### config.mk
export PLATFORM = sky130hd
export DESIGN_NAME = uart_retrans_tx_flat
export DESIGN_NICKNAME = d
export VERILOG_FILES = /design/src/rtl/uart_pkg.sv /design/src/rtl/uart_retrans_tx_if.sv /design/src/rtl/uart_retrans_tx_fsm.sv /design/src/rtl/uart_retrans_tx.sv /design/src/flat_wrapper.sv
export SDC_FILE = /design/constraint.sdc
export NUM_CORES = 1
export LEC_CHECK = 0
export ABC_AREA = 1
export CORE_ASPECT_RATIO = 1.5
export CORE_MARGIN = 5
export CORE_UTILIZATION = 52
export CTS_BUF_LIST = sky130_fd_sc_hd__clkbuf_16
export DETAILED_ROUTE_END_ITERATION = 12
export HOLD_SLACK_MARGIN = 0.12
export PLACE_DENSITY = 0.78
export SYNTH_ARGS = -nofsm -noshare
export SYNTH_HDL_FRONTEND = slang
export SYNTH_SLANG_ARGS = --single-unit
### constraint.sdc
create_clock -name clk -period 1.7 [get_ports clk]
set_input_delay 0.255 -clock clk [delete_from_list [all_inputs] [get_ports clk]]
set_output_delay 0.255 -clock clk [all_outputs]
set_load 0.03 [all_outputs]
### src/rtl/uart_pkg.sv
// rtl/uart_pkg.sv - shared state enum and frame constants for the UART retransmit transmitter
package uart_pkg;

   typedef enum logic [2:0] {
      IDLE,
      START,
      DATA,
      PARITY,
      STOP,
      WAIT_RESP
   } tx_state_e;

   localparam logic START_BIT = 1'b1;
   localparam logic STOP_BIT  = 1'b1;
   localparam logic IDLE_LVL  = 1'b0;
   localparam int   RETRY_W   = 5;

endpackage

### src/rtl/uart_retrans_tx_if.sv
// rtl/uart_retrans_tx_if.sv - requester, serial line and receiver-verdict signals of the transmitter
interface uart_retrans_tx_if #(parameter int DATA_W = 8);
   import uart_pkg::*;

   logic               send;
   logic [DATA_W-1:0]  data;
   logic               inject_err;
   logic               resend_req;
   logic               rx_valid;
   logic               tx;
   logic               ready;
   logic               done;
   logic               fail;
   logic [RETRY_W-1:0] retry_count;

   modport master (
      output send, data, inject_err, resend_req, rx_valid,
      input  tx, ready, done, fail, retry_count
   );

   modport slave (
      input  send, data, inject_err, resend_req, rx_valid,
      output tx, ready, done, fail, retry_count
   );

endinterface

### src/rtl/uart_retrans_tx_fsm.sv
// rtl/uart_retrans_tx_fsm.sv - frame sequencing FSM with bit, bit-index and response-timeout counters
module uart_retrans_tx_fsm
   import uart_pkg::*;
#(
   parameter int DATA_W       = 8,
   parameter int CLKS_PER_BIT = 1,
   parameter int RESP_TIMEOUT = 8,
   parameter int BW           = (DATA_W > 1) ? $clog2(DATA_W) : 1
) (
   input  logic          clk,
   input  logic          reset,
   input  logic          send,
   input  logic          rx_valid,
   input  logic          resend_req,
   input  logic          at_limit,
   output tx_state_e     state,
   output tx_state_e     state_nx,
   output logic [BW-1:0] bit_nx,
   output logic          ready,
   output logic          accept,
   output logic          retry,
   output logic          ack,
   output logic          exhaust
);

   localparam int CW = (CLKS_PER_BIT > 1) ? $clog2(CLKS_PER_BIT) : 1;
   localparam int TW = (RESP_TIMEOUT > 1) ? $clog2(RESP_TIMEOUT) : 1;
   localparam logic [BW-1:0] BIT_LAST = BW'(DATA_W - 1);
   localparam logic [CW-1:0] CNT_LAST = CW'(CLKS_PER_BIT - 1);
   localparam logic [TW-1:0] TMO_LAST = TW'(RESP_TIMEOUT - 1);

   logic [BW-1:0] bit_q;
   logic [CW-1:0] cnt_q, cnt_nx;
   logic [TW-1:0] tmo_q, tmo_nx;
   logic          bit_end, resp_evt;

   assign bit_end  = (cnt_q == CNT_LAST);
   assign resp_evt = resend_req || (tmo_q == TMO_LAST);

   always_ff @(posedge clk or posedge reset) begin
      if (reset) begin
         state <= IDLE;
         bit_q <= '0;
         cnt_q <= '0;
         tmo_q <= '0;
      end else begin
         state <= state_nx;
         bit_q <= bit_nx;
         cnt_q <= cnt_nx;
         tmo_q <= tmo_nx;
      end
   end

   always_comb begin
      state_nx = state;
      bit_nx   = bit_q;
      cnt_nx   = cnt_q;
      tmo_nx   = '0;
      if (state inside {START, DATA, PARITY, STOP})
         cnt_nx = bit_end ? '0 : cnt_q + 1'b1;
      unique case (state)
         IDLE:   if (send) state_nx = START;
         START:  if (bit_end) begin
                    state_nx = DATA;
                    bit_nx   = '0;
                 end
         DATA:   if (bit_end) begin
                    if (bit_q == BIT_LAST) state_nx = PARITY;
                    else                   bit_nx   = bit_q + 1'b1;
                 end
         PARITY: if (bit_end) state_nx = STOP;
         STOP:   if (bit_end) state_nx = WAIT_RESP;
         WAIT_RESP: begin
            // rx_valid has priority over a simultaneous resend request
            if (rx_valid)      state_nx = IDLE;
            else if (resp_evt) state_nx = at_limit ? IDLE : START;
            else               tmo_nx   = tmo_q + 1'b1;
         end
         default: state_nx = IDLE;
      endcase
   end

   always_comb begin
      ready   = (state == IDLE);
      accept  = ready && send;
      ack     = (state == WAIT_RESP) && rx_valid;
      retry   = (state == WAIT_RESP) && !rx_valid && resp_evt && !at_limit;
      exhaust = (state == WAIT_RESP) && !rx_valid && resp_evt && at_limit;
   end

endmodule

### src/rtl/uart_retrans_tx.sv
// rtl/uart_retrans_tx.sv - UART transmitter replaying a frame on receiver resend request or timeout
// Optional: UART_TX_ERR_INJECT_EN inverts the parity of the first attempt when inject_err is set.
module uart_retrans_tx
   import uart_pkg::*;
#(
   parameter int DATA_W       = 8,
   parameter int CLKS_PER_BIT = 1,
   parameter int MAX_RETRIES  = 5,
   parameter int RESP_TIMEOUT = 8
) (
   input  logic               clk,
   input  logic               reset,
   uart_retrans_tx_if.slave   bus
);

   localparam int BW = (DATA_W > 1) ? $clog2(DATA_W) : 1;
   localparam logic [RETRY_W-1:0] RETRY_MAX = RETRY_W'(MAX_RETRIES);

   tx_state_e          state, state_nx;
   logic [BW-1:0]      bit_nx;
   logic               ready, accept, retry, ack, exhaust, at_limit;
   logic [DATA_W-1:0]  data_q;
   logic [RETRY_W-1:0] retry_q;
   logic               err_q, par, tx_q, tx_nx, done_q, fail_q;

   assign at_limit = (retry_q == RETRY_MAX);

   uart_retrans_tx_fsm #(
      .DATA_W       (DATA_W),
      .CLKS_PER_BIT (CLKS_PER_BIT),
      .RESP_TIMEOUT (RESP_TIMEOUT),
      .BW           (BW)
   ) u_fsm (
      .clk        (clk),
      .reset      (reset),
      .send       (bus.send),
      .rx_valid   (bus.rx_valid),
      .resend_req (bus.resend_req),
      .at_limit   (at_limit),
      .state      (state),
      .state_nx   (state_nx),
      .bit_nx     (bit_nx),
      .ready      (ready),
      .accept     (accept),
      .retry      (retry),
      .ack        (ack),
      .exhaust    (exhaust)
   );

`ifdef UART_TX_ERR_INJECT_EN
   always_ff @(posedge clk or posedge reset) begin
      if (reset)       err_q <= 1'b0;
      else if (accept) err_q <= bus.inject_err;
   end
`else
   assign err_q = 1'b0;
`endif

   always_ff @(posedge clk or posedge reset) begin
      if (reset) begin
         data_q  <= '0;
         retry_q <= '0;
      end else if (accept) begin
         data_q  <= bus.data;
         retry_q <= '0;
      end else if (retry) begin
         retry_q <= retry_q + 1'b1;
      end
   end

   // Only attempt 0 may carry the corrupted parity
   assign par = (^data_q) ^ (err_q && (retry_q == '0));

   // tx is registered from the next state so each bit lands right after its edge
   always_comb begin
      tx_nx = IDLE_LVL;
      unique case (state_nx)
         START:   tx_nx = START_BIT;
         DATA:    tx_nx = data_q[bit_nx];
         PARITY:  tx_nx = par;
         STOP:    tx_nx = STOP_BIT;
         default: tx_nx = IDLE_LVL;
      endcase
   end

   always_ff @(posedge clk or posedge reset) begin
      if (reset) begin
         tx_q   <= IDLE_LVL;
         done_q <= 1'b0;
         fail_q <= 1'b0;
      end else begin
         tx_q   <= tx_nx;
         done_q <= ack;
         fail_q <= exhaust;
      end
   end

   assign bus.tx          = tx_q;
   assign bus.ready       = ready;
   assign bus.done        = done_q;
   assign bus.fail        = fail_q;
   assign bus.retry_count = retry_q;

endmodule

### src/flat_wrapper.sv
// flat-port wrapper written by rule: the top's interface ports become plain ports
module uart_retrans_tx_flat import uart_pkg::*;
#(
   parameter int DATA_W       = 8,
   parameter int CLKS_PER_BIT = 1,
   parameter int MAX_RETRIES  = 5,
   parameter int RESP_TIMEOUT = 8
)
  (clk, reset, bus_send, bus_data, bus_inject_err, bus_resend_req, bus_rx_valid, bus_tx, bus_ready, bus_done, bus_fail, bus_retry_count);
  uart_retrans_tx_if #(.DATA_W(DATA_W)) bus_i ();
  input  logic clk;
  input  logic reset;
  input wire logic [$bits(bus_i.send)-1:0] bus_send;
  input wire logic [$bits(bus_i.data)-1:0] bus_data;
  input wire logic [$bits(bus_i.inject_err)-1:0] bus_inject_err;
  input wire logic [$bits(bus_i.resend_req)-1:0] bus_resend_req;
  input wire logic [$bits(bus_i.rx_valid)-1:0] bus_rx_valid;
  output wire logic [$bits(bus_i.tx)-1:0] bus_tx;
  output wire logic [$bits(bus_i.ready)-1:0] bus_ready;
  output wire logic [$bits(bus_i.done)-1:0] bus_done;
  output wire logic [$bits(bus_i.fail)-1:0] bus_fail;
  output wire logic [$bits(bus_i.retry_count)-1:0] bus_retry_count;
  assign bus_i.send = bus_send;
  assign bus_i.data = bus_data;
  assign bus_i.inject_err = bus_inject_err;
  assign bus_i.resend_req = bus_resend_req;
  assign bus_i.rx_valid = bus_rx_valid;
  assign bus_tx = bus_i.tx;
  assign bus_ready = bus_i.ready;
  assign bus_done = bus_i.done;
  assign bus_fail = bus_i.fail;
  assign bus_retry_count = bus_i.retry_count;
  uart_retrans_tx #(.DATA_W(DATA_W), .CLKS_PER_BIT(CLKS_PER_BIT), .MAX_RETRIES(MAX_RETRIES), .RESP_TIMEOUT(RESP_TIMEOUT)) u_core (.clk(clk), .reset(reset), .bus(bus_i));
endmodule
==> results.md <==
* Worst path cell trace: clkdlybuf4s50_1
* Slew headroom at 77.8%
* IO buf count at 21
* IO Pins at 23
* Post-DP HPWL at between 2000 and 2500 um
* Worst Max-Slew Pin Slew at 0.333 ns
* Worst Clk Skew at ~0.0034 ns
* Ant. Diodes at 0
* DRT antenna net count at 0
* Setup TNS Final at 0 ns
* CP required at between 1 and 1.5 ns
* # H-tree levels at 1
* F_max at 606 MHz
* Critical path's top delay family: buffers and inverters
* Hold Vio Cnt, Final at 0
* Most common cell after layout, fill and taps aside: nand2_1
* Syn Nets at 180
* Register-to-register setup slack at roughly 0.13 ns
* Data arrival, critical path at roughly 1.4 ns
* Count of pins over their slew limit at 0
* Clock-pin slew on the worst setup and hold paths at approximately 0.060 ns
* Clock buffer depth at 2
* Layout cells sized above 1 at 13.2%
* WL final at 2650 um
* # DRC at 0
* Setup slack after placement at approximately 0.032 ns
* Sequential fraction of the synthesis area at 45.8%
* # rows at 22
* Max-cap viol count at 0
* Syn Inst Count at approximately 160
* Leak at around 0.84 nW
* Core area at roughly 2500 um2
* Clock sink count at 25
* GP Congestion at between 0.8 and 0.9
* CTS tree: done
* Root Buffer: clkbuf_16
* RSZ-0062 raised after global routing: no
* PwrDens at between 1500 and 2000 nW/um2
* Total grt overflow at 0
* Antenna violations before repair at 0
* Crit path max-delay cell type: clkdlybuf4s50_1
* Part of the cycle the worst path needs at 97.0%
* Die footprint at 3770 um2
* Chip height at around 73 um
* Crit end category: primary output
* Routed WL per cell at 12.4 um
* Hold-fix buffers at CTS at 0
* Final Critical Period at ~1.6 ns
* CP Launch Type: flop
* Synth Cell Area at 1370 um2
* Critical R2R Launch: u_core.u_fsm.tmo_q[0]
* Max incr delay on CP at just over 0.7 ns
* Tot GR Track Use at approximately 15%
* VDD IR max at ~1.1 mV
* Yosys warning count at 0
* Commonest non-fill, non-tap cells in the layout: nand2_1 (36), inv_1 (26), dfrtp_1 (24)
* Die extent in x at 51.9 um
* Pre-antenna DRT Iters at 4
* Later-pin clock latency in the skew report at about 0.26 ns
* Worst R2R End: u_core.bus.retry_count[2]
* Distinct cells, synth at 25
* Number of synthesized register bits at 25
* Initial core utilization at a little under three fifths
* HP Class: in2async
* Layout area overhead at 26.4%
* Total Nets Final at 210
* Vias at 1130
* WP buf/inv at 1
* Via density at about 5.3
* Critical path class: reg2out
* First-pass GRT wire length at roughly 4400 um
* Status: finished, final reports clean
* Avg Cell Area, Syn at ~8.5 um2
* 1st-iter DRT viols at 24
* TritonCTS buffer count at 3
* Final setup vio count at 0
* FF-to-FF path depth at 9
* Vias in the first global route at approximately 1100
* Final worst slack at roughly 0.051 ns
* Pin count of the biggest net entering global routing at 26
* CP max FO at 5
cell families (layout without fill, tap and decap cells):
| family | after synthesis | count (layout) | share of synthesized area (%) |
|---|---|---|---|
| adders and majority gates | 5 | 5 | 4.58 |
| buffers and inverters | 27 | 56 | 8.06 |
| DFF | 25 | 25 | 45.8 |
| xor gates and xnor gates | 7 | 7 | 4.49 |
| AOI/OAI and AO/OA | 10 | 10 | 4.03 |
| and+or+nand+nor | 87 | 87 | 33.1 |
power breakdown:
| group | leakage [nW] | internal (mW) | switching [mW] |
|---|---|---|---|
| logic | 0.475 | 0.552 | 0.786 |
| registers | 0.327 | 0.771 | 0.145 |
| clock network | 0.0423 | 0.314 | 0.194 |
| total | 0.844 | 1.64 | 1.12 |
final cells by class:
type | count | area (um2)
Inverter | 26 | 98.8
Timing Repair Buffer | 26 | 246
Clock buffer | 3 | 75.1
Multi-Input combinational cell | 109 | 646
Sequential cell | 25 | 627
Tap cell | 24 | 30.0
Clock inverter | 1 | 3.75
Fill cell | 200 | 751
synthesized netlist by cell type:
master	instances	share of area, %
nand2_1	36	9.9
dfrtp_1	25	46
inv_1	25	6.9
nand3_1	15	5.5
nor2_1	14	3.8
o21ai_0	7	2.6
xnor2_1	6	3.8
ha_1	5	4.6
nor3_1	4	1.5
nand3_2	3	2.2
nand3b_1	3	1.6
nand2_2	2	0.92
nand2_4	2	1.6
nor3_4	2	2.4
nor4_1	2	0.92
a21oi_1	1	0.37
buf_6	1	0.82
clkinv_2	1	0.37
nand3_4	1	1.3
nand4_1	1	0.46
nor2_2	1	0.46
o21ai_2	1	0.64
o22ai_1	1	0.46
or3_1	1	0.46
xor2_1	1	0.64
stage by stage:
| step | cell area, um2 | hold WS (ns) | utilization [%] | std cells | power [mW] |
|---|---|---|---|---|---|
| global route | 1730 | 0.395 | 69.7 | 214 | 2.96 |
| floorplan | 1370 | 0.282 | - | 161 | 1.95 |
| finish | 1730 | 0.357 | 69.7 | 214 | 2.76 |
| global placement | 1620 | 0.421 | 65.5 | 208 | 2.21 |
| detailed placement | 1620 | 0.430 | 65.5 | 208 | 2.27 |
| CTS | 1700 | 0.370 | 68.6 | 212 | 2.77 |
sequential cells by signal, indices dropped and copies added (netlist names):
register	flops
u_core.bus.done	1
u_core.bus.retry_count	5
u_core.u_fsm.bit_q	3
u_core.bus.fail	1
u_core.u_fsm.tmo_q	3
u_core.data_q	8
u_core.bus.tx	1
u_core.u_fsm.state	3
how the worst max path moves through the flow:
stage                     slack, ns  depth (start not counted)                      start            endpoint
after floorplan                0.12                          5      u_core.u_fsm.state[0]    u_core.data_q[1]
after global placement         0.07                         10      u_core.u_fsm.tmo_q[0]       u_core.bus.tx
after detailed placement       0.03                         10      u_core.u_fsm.tmo_q[0]       u_core.bus.tx
after CTS                      0.02                         10      u_core.u_fsm.tmo_q[0]       u_core.bus.tx
after global routing           0.02                         11      u_core.u_fsm.state[0]       u_core.bus.tx
final                          0.05                          1  u_core.bus.retry_count[0]  bus_retry_count[0]
worst register-to-register path, cell delays in order, from the launching register on:
cell     delay (ns)
dfrtp_1        0.35
ha_1           0.15
ha_1           0.21
nor2_4         0.06
nor3_4         0.19
nand2_4        0.10
buf_4          0.16
o21ai_0        0.16
nand2_1        0.07
nor2_1         0.08
routing by layer:
layer	GRT usage [%]	routed length (um)
met4	5.54	44
met2	28.8	1490
met1	15.5	997
met5	0	0
met3	3.48	123
repair_timing:
| action | in CTS | in global routing |
|---|---|---|
| pin swaps | 0 | 1 |
| endpoints found under the setup margin | 1 | 2 |
| gates resized for setup | 1 | 4 |
| hold endpoints to repair | 0 | 0 |
| setup buffers | 0 | 2 |
Power figures use the tool's default switching activity.
==> RTL edit, RTL diff (same flow settings) <==
`DATA_W` is set to 8 in 4 places; all go to 16.
--- a/src/rtl/uart_retrans_tx_if.sv
+++ b/src/rtl/uart_retrans_tx_if.sv
@@ -1,5 +1,5 @@
 // rtl/uart_retrans_tx_if.sv - requester, serial line and receiver-verdict signals of the transmitter
-interface uart_retrans_tx_if #(parameter int DATA_W = 8);
+interface uart_retrans_tx_if #(parameter int DATA_W = 16);
    import uart_pkg::*;
 
    logic               send;
--- a/src/rtl/uart_retrans_tx_fsm.sv
+++ b/src/rtl/uart_retrans_tx_fsm.sv
@@ -2,7 +2,7 @@
 module uart_retrans_tx_fsm
    import uart_pkg::*;
 #(
-   parameter int DATA_W       = 8,
+   parameter int DATA_W       = 16,
    parameter int CLKS_PER_BIT = 1,
    parameter int RESP_TIMEOUT = 8,
    parameter int BW           = (DATA_W > 1) ? $clog2(DATA_W) : 1
--- a/src/rtl/uart_retrans_tx.sv
+++ b/src/rtl/uart_retrans_tx.sv
@@ -3,7 +3,7 @@
 module uart_retrans_tx
    import uart_pkg::*;
 #(
-   parameter int DATA_W       = 8,
+   parameter int DATA_W       = 16,
    parameter int CLKS_PER_BIT = 1,
    parameter int MAX_RETRIES  = 5,
    parameter int RESP_TIMEOUT = 8
--- a/src/flat_wrapper.sv
+++ b/src/flat_wrapper.sv
@@ -1,7 +1,7 @@
 // flat-port wrapper written by rule: the top's interface ports become plain ports
 module uart_retrans_tx_flat import uart_pkg::*;
 #(
-   parameter int DATA_W       = 8,
+   parameter int DATA_W       = 16,
    parameter int CLKS_PER_BIT = 1,
    parameter int MAX_RETRIES  = 5,
    parameter int RESP_TIMEOUT = 8
Interface: changed (resized bus_data); port bits go from 23 to 31. No check against the original RTL was run, so the function may have changed too.
==> RTL edit against the unedited design <==
The flow now finishes with violations (negative setup slack); wire length up 62%; sequential cell count is 9 higher; maximum frequency fell by 6.6%; utilization increased by 5.2 points; setup slack worse by 0.12 ns; area after synthesis up 37%; total power is 91% higher; global-route usage grew 2.8 points; synthesized cell count rose by 41%; first-iteration DRC count increased by 33%; cell area is 50% higher; clock power increased by 63%; register-to-register slack got worse by 0.20 ns; highest routed layer unchanged.
==> RTL edit: results (changes against the unedited design) <==
* Status: finished, violations left
* Failing checks: negative setup slack
* Power, Total at 0.00528 W (+91%)
* Number of distinct library cells after synthesis at 28 (+12%)
* Setup WS pre-CTS at -0.0290 ns (-0.0615 ns)
* Post-CTS Setup Repair Bufs at 4 (+4)
* Most area-consuming cells after synthesis: dfrtp_1 46%, nand2_1 9.0%, nand3_1 7.5%
* CP Capture Point: u_core.bus.tx$_DFF_PP0_
* Final HPWL DP at 2.69 mm (+31%)
* Bufs w/o clock at 46 (+77%)
* Clock share of power at 15.7% (-2.7 points)
* Seq area share at 33.0% (-3.3 points)
* Fin Hold WS at 0.370 ns (+0.0131 ns)
* Post-CTS Resized at 6 (+5)
* Iter 0 DRT Violations at 32 (+33%)
* Synth top cells by count: 45 x nand2_1, 37 x inv_1, 34 x dfrtp_1
* Vias in the first global route at 1579 (+42%)
* Crit-path max cell delay at 0.43 ns (-0.28 ns)
* Non-clock inverters at 39 (+50%)
* Final nets at 306 (+46%)
* Count of final setup violators at 1 (+1)
* Total track usage at 17.9% (+2.8 points)
* Num CTS Buffers at 5 (+2)
* NonClk Buf Share at 16.6% (+2.3 points)
* Final WS setup at -0.0662 ns (-0.117 ns)
==> RTL edit: cell count changes in the layout (fill, tap and decap cells not counted), sizes merged, moves of 2 or more <==
cell | before | now
nor3 | 6 | 4
xor2 | 1 | 4
buf | 5 | 17
o21ai | 8 | 19
dfrtp | 25 | 34
clkbuf | 3 | 6
clkdlybuf4s50 | 20 | 28
xnor2 | 6 | 10
nand3 | 19 | 30
inv | 26 | 41
a21oi | 1 | 3
nand2 | 40 | 53
==> RTL edit: logic make-up after synthesis <==
group | synth area share, %
AND/OR/NAND/NOR | 27.9
XOR/XNOR | 6.56
flip-flops | 45.5
AO/OA/AOI/OAI | 8.04
buffers and inverters | 8.64
adder cells (fa/ha/maj) | 3.35
==> RTL edit: routing by layer <==
layer  share of wire [%]  routed length [um]  global-route usage [%]
met1                  38                1630                    19.5
met2                  53                2280                    30.6
met3                 5.6                 242                    4.04
met4                 3.3                 143                    10.3
met5                   0                   0                       0
